<file path="src/rtl/ntt_job_arbiter.sv">
// Shares one NTT memory wrapper between a forward (0) and an inverse (1) requester.
// Grants round-robin, then sequences one job: wrapper reset, run, finish edge or
// watchdog timeout, drain, done. The wrapper's memory port is steered to the granted
// requester's coefficient bank while the job owns it.
module ntt_job_arbiter #(
  parameter int unsigned LOGN    = 8,
  parameter int unsigned LOGQ    = 64,
  parameter int unsigned TIMEOUT = 4096,
  parameter int unsigned DRAIN   = 2,
  localparam int unsigned AW     = (LOGN < 9) ? 10 : LOGN
) (
  input  logic            clk,
  input  logic            rst,
  input  logic [1:0]      req,
  output logic [1:0]      gnt,
  output logic [1:0]      done,
  output logic            busy,
  output logic            err,
  output logic [31:0]     cycles,
  output logic            ntt_rst,
  output logic            ntt_start,
  output logic            ntt_intt,
  input  logic            ntt_finish,
  input  logic [AW-1:0]   ntt_rd_addr,
  input  logic [AW-1:0]   ntt_wr_addr,
  input  logic            ntt_wea,
  input  logic [LOGQ-1:0] ntt_dout,
  output logic [LOGQ-1:0] ntt_din,
  output logic [AW-1:0]   mem_rd_addr,
  output logic [AW-1:0]   mem_wr_addr,
  output logic [1:0]      mem_wea,
  output logic [LOGQ-1:0] mem_wr_data,
  input  logic [LOGQ-1:0] mem_rd_data0,
  input  logic [LOGQ-1:0] mem_rd_data1
);

  localparam int unsigned DrainW = (DRAIN > 1) ? $clog2(DRAIN) : 1;
  localparam logic [DrainW-1:0] DrainLast = DrainW'(DRAIN - 1);
  localparam logic [31:0] TimeoutCnt = 32'(TIMEOUT);

  typedef enum logic [2:0] {
    StIdle,
    StStart,
    StRun,
    StDrain,
    StDone
  } state_e;

  state_e            state_q, state_d;
  logic [1:0]        gnt_q, gnt_d;
  logic              last_q, last_d;     // index of the requester served last
  logic [31:0]       run_cnt_q, run_cnt_d;
  logic [DrainW-1:0] drain_cnt_q, drain_cnt_d;
  logic              finish_q;
  logic              err_q, err_d;
  logic [31:0]       cycles_q, cycles_d;

  logic              start_rst;
  logic              route_wr;
  logic [31:0]       run_cnt_inc;

  assign run_cnt_inc = run_cnt_q + 32'd1;

  // Next-state logic and per-state wrapper controls
  always_comb begin
    state_d     = state_q;
    gnt_d       = gnt_q;
    last_d      = last_q;
    run_cnt_d   = run_cnt_q;
    drain_cnt_d = drain_cnt_q;
    err_d       = err_q;
    cycles_d    = cycles_q;
    start_rst   = 1'b0;
    route_wr    = 1'b0;
    ntt_start   = 1'b0;
    done        = 2'b00;

    unique case (state_q)
      StIdle: begin
        if (req != 2'b00) begin
          // On contention the requester not served last wins
          if (req == 2'b11) begin
            gnt_d = last_q ? 2'b01 : 2'b10;
          end else begin
            gnt_d = req;
          end
          state_d = StStart;
        end
      end
      StStart: begin
        start_rst = 1'b1;
        route_wr  = 1'b1;
        run_cnt_d = '0;
        state_d   = StRun;
      end
      StRun: begin
        ntt_start = 1'b1;
        route_wr  = 1'b1;
        run_cnt_d = run_cnt_inc;
        // A finish already high on entry has finish_q set, so it is not an edge
        if (ntt_finish && !finish_q) begin
          drain_cnt_d = '0;
          state_d     = StDrain;
        end else if (run_cnt_inc == TimeoutCnt) begin
          err_d       = 1'b1;
          drain_cnt_d = '0;
          state_d     = StDrain;
        end
      end
      StDrain: begin
        route_wr = 1'b1;
        if (drain_cnt_q == DrainLast) begin
          state_d = StDone;
        end else begin
          drain_cnt_d = drain_cnt_q + 1'b1;
        end
      end
      StDone: begin
        done     = gnt_q;
        cycles_d = run_cnt_q;
        last_d   = gnt_q[1];
        gnt_d    = 2'b00;
        state_d  = StIdle;
      end
      default: state_d = StIdle;
    endcase
  end

  // State registers with synchronous active-low reset
  always_ff @(posedge clk) begin
    if (!rst) begin
      state_q     <= StIdle;
      gnt_q       <= 2'b00;
      last_q      <= 1'b1;
      run_cnt_q   <= '0;
      drain_cnt_q <= '0;
      finish_q    <= 1'b0;
      err_q       <= 1'b0;
      cycles_q    <= '0;
    end else begin
      state_q     <= state_d;
      gnt_q       <= gnt_d;
      last_q      <= last_d;
      run_cnt_q   <= run_cnt_d;
      drain_cnt_q <= drain_cnt_d;
      finish_q    <= ntt_finish;
      err_q       <= err_d;
      cycles_q    <= cycles_d;
    end
  end

  assign gnt      = gnt_q;
  assign busy     = (state_q != StIdle);
  assign err      = err_q;
  assign cycles   = cycles_q;
  assign ntt_rst  = ~rst | start_rst;
  assign ntt_intt = gnt_q[1];

  // Memory routing: addresses and write data pass through, the enable is steered
  assign mem_rd_addr = ntt_rd_addr;
  assign mem_wr_addr = ntt_wr_addr;
  assign mem_wr_data = ntt_dout;
  assign mem_wea     = route_wr ? (gnt_q & {2{ntt_wea}}) : 2'b00;
  assign ntt_din     = gnt_q[0] ? mem_rd_data0 :
                       gnt_q[1] ? mem_rd_data1 : '0;

endmodule

</file>
<file path="config.mk">
export PLATFORM = sky130hd
export DESIGN_NAME = ntt_job_arbiter
export DESIGN_NICKNAME = d
export VERILOG_FILES = /design/src/rtl/ntt_job_arbiter.sv
export SDC_FILE = /design/constraint.sdc
export NUM_CORES = 1
export LEC_CHECK = 0
export BUFFER_PORTS_ARGS = -buffer_cell sky130_fd_sc_hd__clkbuf_2
export CORE_AREA = 2 2 158 160
export CTS_BUF_LIST = sky130_fd_sc_hd__clkbuf_8
export DETAILED_ROUTE_END_ITERATION = 8
export DIE_AREA = 0 0 160 162
export GPL_TIMING_DRIVEN = 0
export SLEW_MARGIN = 0
export SYNTH_ARGS = -nofsm -noshare
export SYNTH_HDL_FRONTEND = slang
export SYNTH_SLANG_ARGS = --single-unit
</file>
<file path="constraint.sdc">
create_clock -name clk -period 4.2 [get_ports clk]
set_input_delay 0.84 -clock clk [delete_from_list [all_inputs] [get_ports clk]]
set_output_delay 0.84 -clock clk [all_outputs]
set_load 0.1 [all_outputs]
</file>
======== Word-level counts from Yosys, hierarchy flattened ========
Cells that the tools add are included.
storage, ports and cells
  bits in registers ....................... 73
  word-level logic and storage cells ...... 57
cells by class
  equality and inequality tests ........... 9
  reductions and logical operators ........ 13
  add/subtract/negate cells ............... 2
  bitwise gates (word level) .............. 4
  multiplexer cells ....................... 21
operators with widths
  kind                                                                     number
  64-bit two-way mux                                                       2
  32-bit case mux with 2 select lines                                      1
  32-bit by 1-bit adder with 32-bit output, second input constant          1
  32-bit by 13-bit equality test with 1-bit output, second input constant  1
  3-bit two-way mux                                                        4
  3-bit case mux with 4 select lines                                       1
  2-bit two-way mux                                                        5
  2-bit nonzero test                                                       4
  3-bit by 2-bit equality test with 1-bit output, second input constant    2
  1-bit two-way mux                                                        6
  3-bit AND reduction                                                      2
  2-bit inequality test, second input constant                             2
  2-bit case mux with 2 select lines                                       1
  2-bit AND reduction                                                      2
  3-bit by 1-bit equality test with 1-bit output, second input constant    1
  3-bit equality test, second input constant                               1
  3-bit zero test                                                          1
  3-bit inequality test, second input constant                             1
  3-bit nonzero test                                                       1
  3-bit OR reduction                                                       1
  2-bit AND                                                                1
  2-bit equality test, second input constant                               1
  1-bit NOT                                                                2
  1-bit case mux with 2 select lines                                       1
  other kinds (4)                                                          4

======== Longest topological paths before layout ========
  word-level depth ........................ 5
  gate-level depth with buffers ........... 11

======== Least setup slack after synthesis ========
No wires, ideal clock.
  path kind ............................... reg-to-output
  start ................................... register gnt_q[0] (netlist: gnt[0])
  end ..................................... output mem_wea[0]
  arrival time ............................ 4.199 ns
  required time ........................... 3.360 ns
  slack ................................... -0.839 ns
  cell stages (with the launch flop) ...... 3
  path buffers ............................ 1
  cells stage by stage .................... dfxtp_1 clkbuf_1 nor4bb_1
on the way
  cells in the longest elaborated chain, start to end .. 2
ends and longest elaborated chain
  item                      line  RTL
  start: declaration        50    logic [1:0] gnt_q, gnt_d;
  start signal: assignment  142   gnt_q <= gnt_d;
  2-bit AND                 163   assign mem_wea = route_wr ? (gnt_q & {2{ntt_wea}}) : 2'b00;
  2-bit two-way mux         163
  end: declaration          31    output logic [1:0] mem_wea,
Every way passes these cells.

======== Worst setup path after layout ========
  start ................................... register state_q[1]
  end ..................................... output ntt_start
on the way
  cells in the longest elaborated chain, start to end .. 2
ends and longest elaborated chain
  item                                            line  RTL
  start: declaration                              49    state_e state_q, state_d;
  start signal: assignment                        132   state_q <= StIdle;
  start signal: assignment                        141   state_q <= state_d;
  3-bit by 2-bit equality test with 1-bit output  78    unique case (state_q)
  1-bit two-way mux                               78
  end: declaration                                21    output logic ntt_start,
Every way passes these cells.

==> reports/summary.txt <==
Outcome: completed
Post-Route WL: 21.16 mm
Reg2reg end: drain_cnt_q
Required @ worst endpoint: 3360 ps
First-pass GRT wire length: 30.44 mm
Ant diodes: 0
Layout cells sized above 1: 45.52%
Post-Syn Instances: 665
RD Place Congestion: 0.8752
Clock transition at path regs: 80 ps
Avg WL per Cell: 15.93 um
Hpwl dp: 16.85 mm
Peak supply drop: 0.1636 mV
H-tree Lvls: 3
RSZ-0062 raised after global routing: false
CP startpoint kind: flop
Setup TNS: 0 ps
Clock Path Buffers: 2
Die H: 162 um
Number of synthesized register bits: 73
Net count of the finished layout: 1,219
Starting DRT DRC Count: 363
Post-synthesis area per instance: 7.791 um2
Syn nets: 885
Crit Path Max Fanout: 10
CTS tree: yes
Reg2Reg Depth: 7
Fmax: 250.6 MHz
Final Hold Viols: 0
Worst hold path class: flop to flop
Fraction of registers with async set/reset: 0%
GRT Total Usage: 14.98%
Core area: 0.02411 mm2
Lkg Pwr: 3.461 nW
Initial Utilization: 21.49%
EDFF count, synth: 0
Unique masters post-synth: 60
Max cap viols: 0
# hold bufs at CTS: 0
Most used flip-flop cell after synthesis: dfxtp_1
Mapped cell area: 0.005181 mm2
Vias per cell: 4.565
Post_cts resized: 0
Clk_lat worst skew: 360 ps
Reg2reg setup slack: 1030 ps
Final Setup Violations: 0
Min-delay src: cycles[23]
Hold_ws: 455.2 ps
Vias: 6,062
Power Density: 375.7 mW/mm2
Hold depth: 2
Count of clock tree sinks: 73
P&R area growth vs syn: 43.97%
Postcts setup bufs: 0
DRT antenna net count: 0
Non-filler cells, final: 1,328
Crit path capture type: output pin
Vias in the first global route: 5,298
Period minus WS final: 3991 ps
# IOs: 409
Sequential element share of the synthesized area: 28.21%
Slew Viols, Final: 0
Synth warn: 0
Slew @ Worst Pin: 837.0 ps
Row count: 57
Total die area: 0.02592 mm2
CTS root buf: clkbuf_8
Cells after DPL: 1,312
Initial antenna violation count: 2
Arrival time worst endpoint: 3150 ps
Critical setup path kind: flop to output pin
DR DRC count: 0
Largest net degree at the start of global routing: 13
Placement Setup Slack: 670.7 ps
Dpl cell area: 0.007216 mm2
Final worst setup slack: 209.0 ps
First-pass iteration count of the detailed router: 4
Final period utilization: 95.02%
Design Area, Final: 0.007460 mm2
Worst R2R Start: run_cnt_q[0]
Total grt overflow: 0
Slew margin rel.: 43.69%
End of the worst hold path: cycles[23]
Buffers on Ports: 323
Worst Skew: 10.06 ps
CTS Buf Count: 9
Die Wd: 160 um
worst max path at each step:
stage	from	to	cells after the start
2_1_floorplan	gnt[0]	mem_wea[0]	2
3_3_place_gp	state_q[1]	ntt_start	8
3_5_place_dp	state_q[1]	ntt_start	8
4_1_cts	state_q[1]	ntt_start	8
5_1_grt	state_q[1]	ntt_start	8
6_report	state_q[1]	ntt_start	8
stage by stage:
| stage | total power [mW] | util, % |
|---|---|---|
| 2_1_floorplan | 1.870 | - |
| 3_3_place_gp | 2.132 | 29.93 |
| 3_5_place_dp | 2.135 | 29.93 |
| 4_1_cts | 2.814 | 30.95 |
| 5_1_grt | 2.886 | 30.95 |
| 6_report | 2.803 | 30.95 |
per-layer routing:
metal  wire (um)  vias to the layer above  global-route usage [%]
li1            -                     2975                       -
met1        9636                     2765                   21.22
met2        9286                      299                   22.41
met3        1981                       19                   4.316
met4         225                        4                   3.440
met5          27                        -                       0
synthesized netlist by cell type, types with 9 or more instances:
cell type / number / area share, %
dfxtp_1: 73 / 28
a21oi_1: 58 / 5.6
o21ai_0: 29 / 2.8
nor2_1: 36 / 2.6
nand4_1: 17 / 2.1
or3_1: 9 / 1.1
nand3_1: 10 / 0.97
nor4_1: 9 / 1.1
a22o_1: 65 / 11
nor3_1: 22 / 2.1
nand2_1: 88 / 6.4
clkbuf_1: 37 / 2.7
buf_4: 88 / 13
cell families after synthesis:
family | after synthesis | synth area share [%]
simple gates | 232 | 22.84
xor+xnor | 12 | 2.028
flops | 73 | 28.21
fa+ha+maj | 2 | 0.4829
compound gates | 193 | 26.11
buf+inv | 153 | 20.33
registers in the layout, indices dropped and copies added, names as in the netlist:
register	count
cycles	32
err	1
state_q	3
run_cnt_q	32
last_q	1
gnt	2
drain_cnt_q	1
finish_q	1
placed cells by master (no fill, tap or decap), types with 5 or more instances in the layout:
cell | synthesis | final
nand2_1 | 88 | 88
buf_4 | 88 | 88
a21oi_1 | 58 | 58
nand4_1 | 17 | 17
o21ai_0 | 29 | 29
a22oi_1 | 7 | 7
a211oi_1 | 5 | 5
and3_1 | 8 | 8
nor4_1 | 9 | 9
nor2_1 | 36 | 36
nor3_1 | 22 | 22
or3_1 | 9 | 9
nand3_1 | 10 | 10
a22o_1 | 65 | 65
clkbuf_8 | 5 | 15
clkbuf_1 | 37 | 37
and2_1 | 5 | 5
clkbuf_2 | 3 | 326
xor2_1 | 6 | 6
inv_1 | 7 | 8
dfxtp_1 | 73 | 73
a31oi_1 | 5 | 5
xnor2_1 | 6 | 6
buf_6 | 5 | 5
power by group:
part	leakage (nW)	total, mW	internal, mW	switching [mW]
clock network	0.124	0.680	0.408	0.273
registers	0.589	0.713	0.700	0.0131
logic	2.75	1.41	0.266	1.14
total	3.46	2.80	1.37	1.43
critical path, stage by stage (launching register included):
cell	delay [ps]
dfxtp_1	310
clkbuf_1	240
inv_1	110
or3_1	330
buf_6	160
inv_1	80
clkbuf_1	450
clkbuf_1	530
clkbuf_2	560
area by class of cell:
class / instances / area (um2)
inverter: 7 / 26.28
multi-input combinational: 439 / 2679
tap: 324 / 405.4
sequential: 73 / 1461
timing repair buffer: 323 / 1617
buffer: 146 / 1027
clock inverter: 6 / 106.4
fill: 2624 / 16650
clock buffer: 10 / 137.6
(Power assumes the default switching activity.)
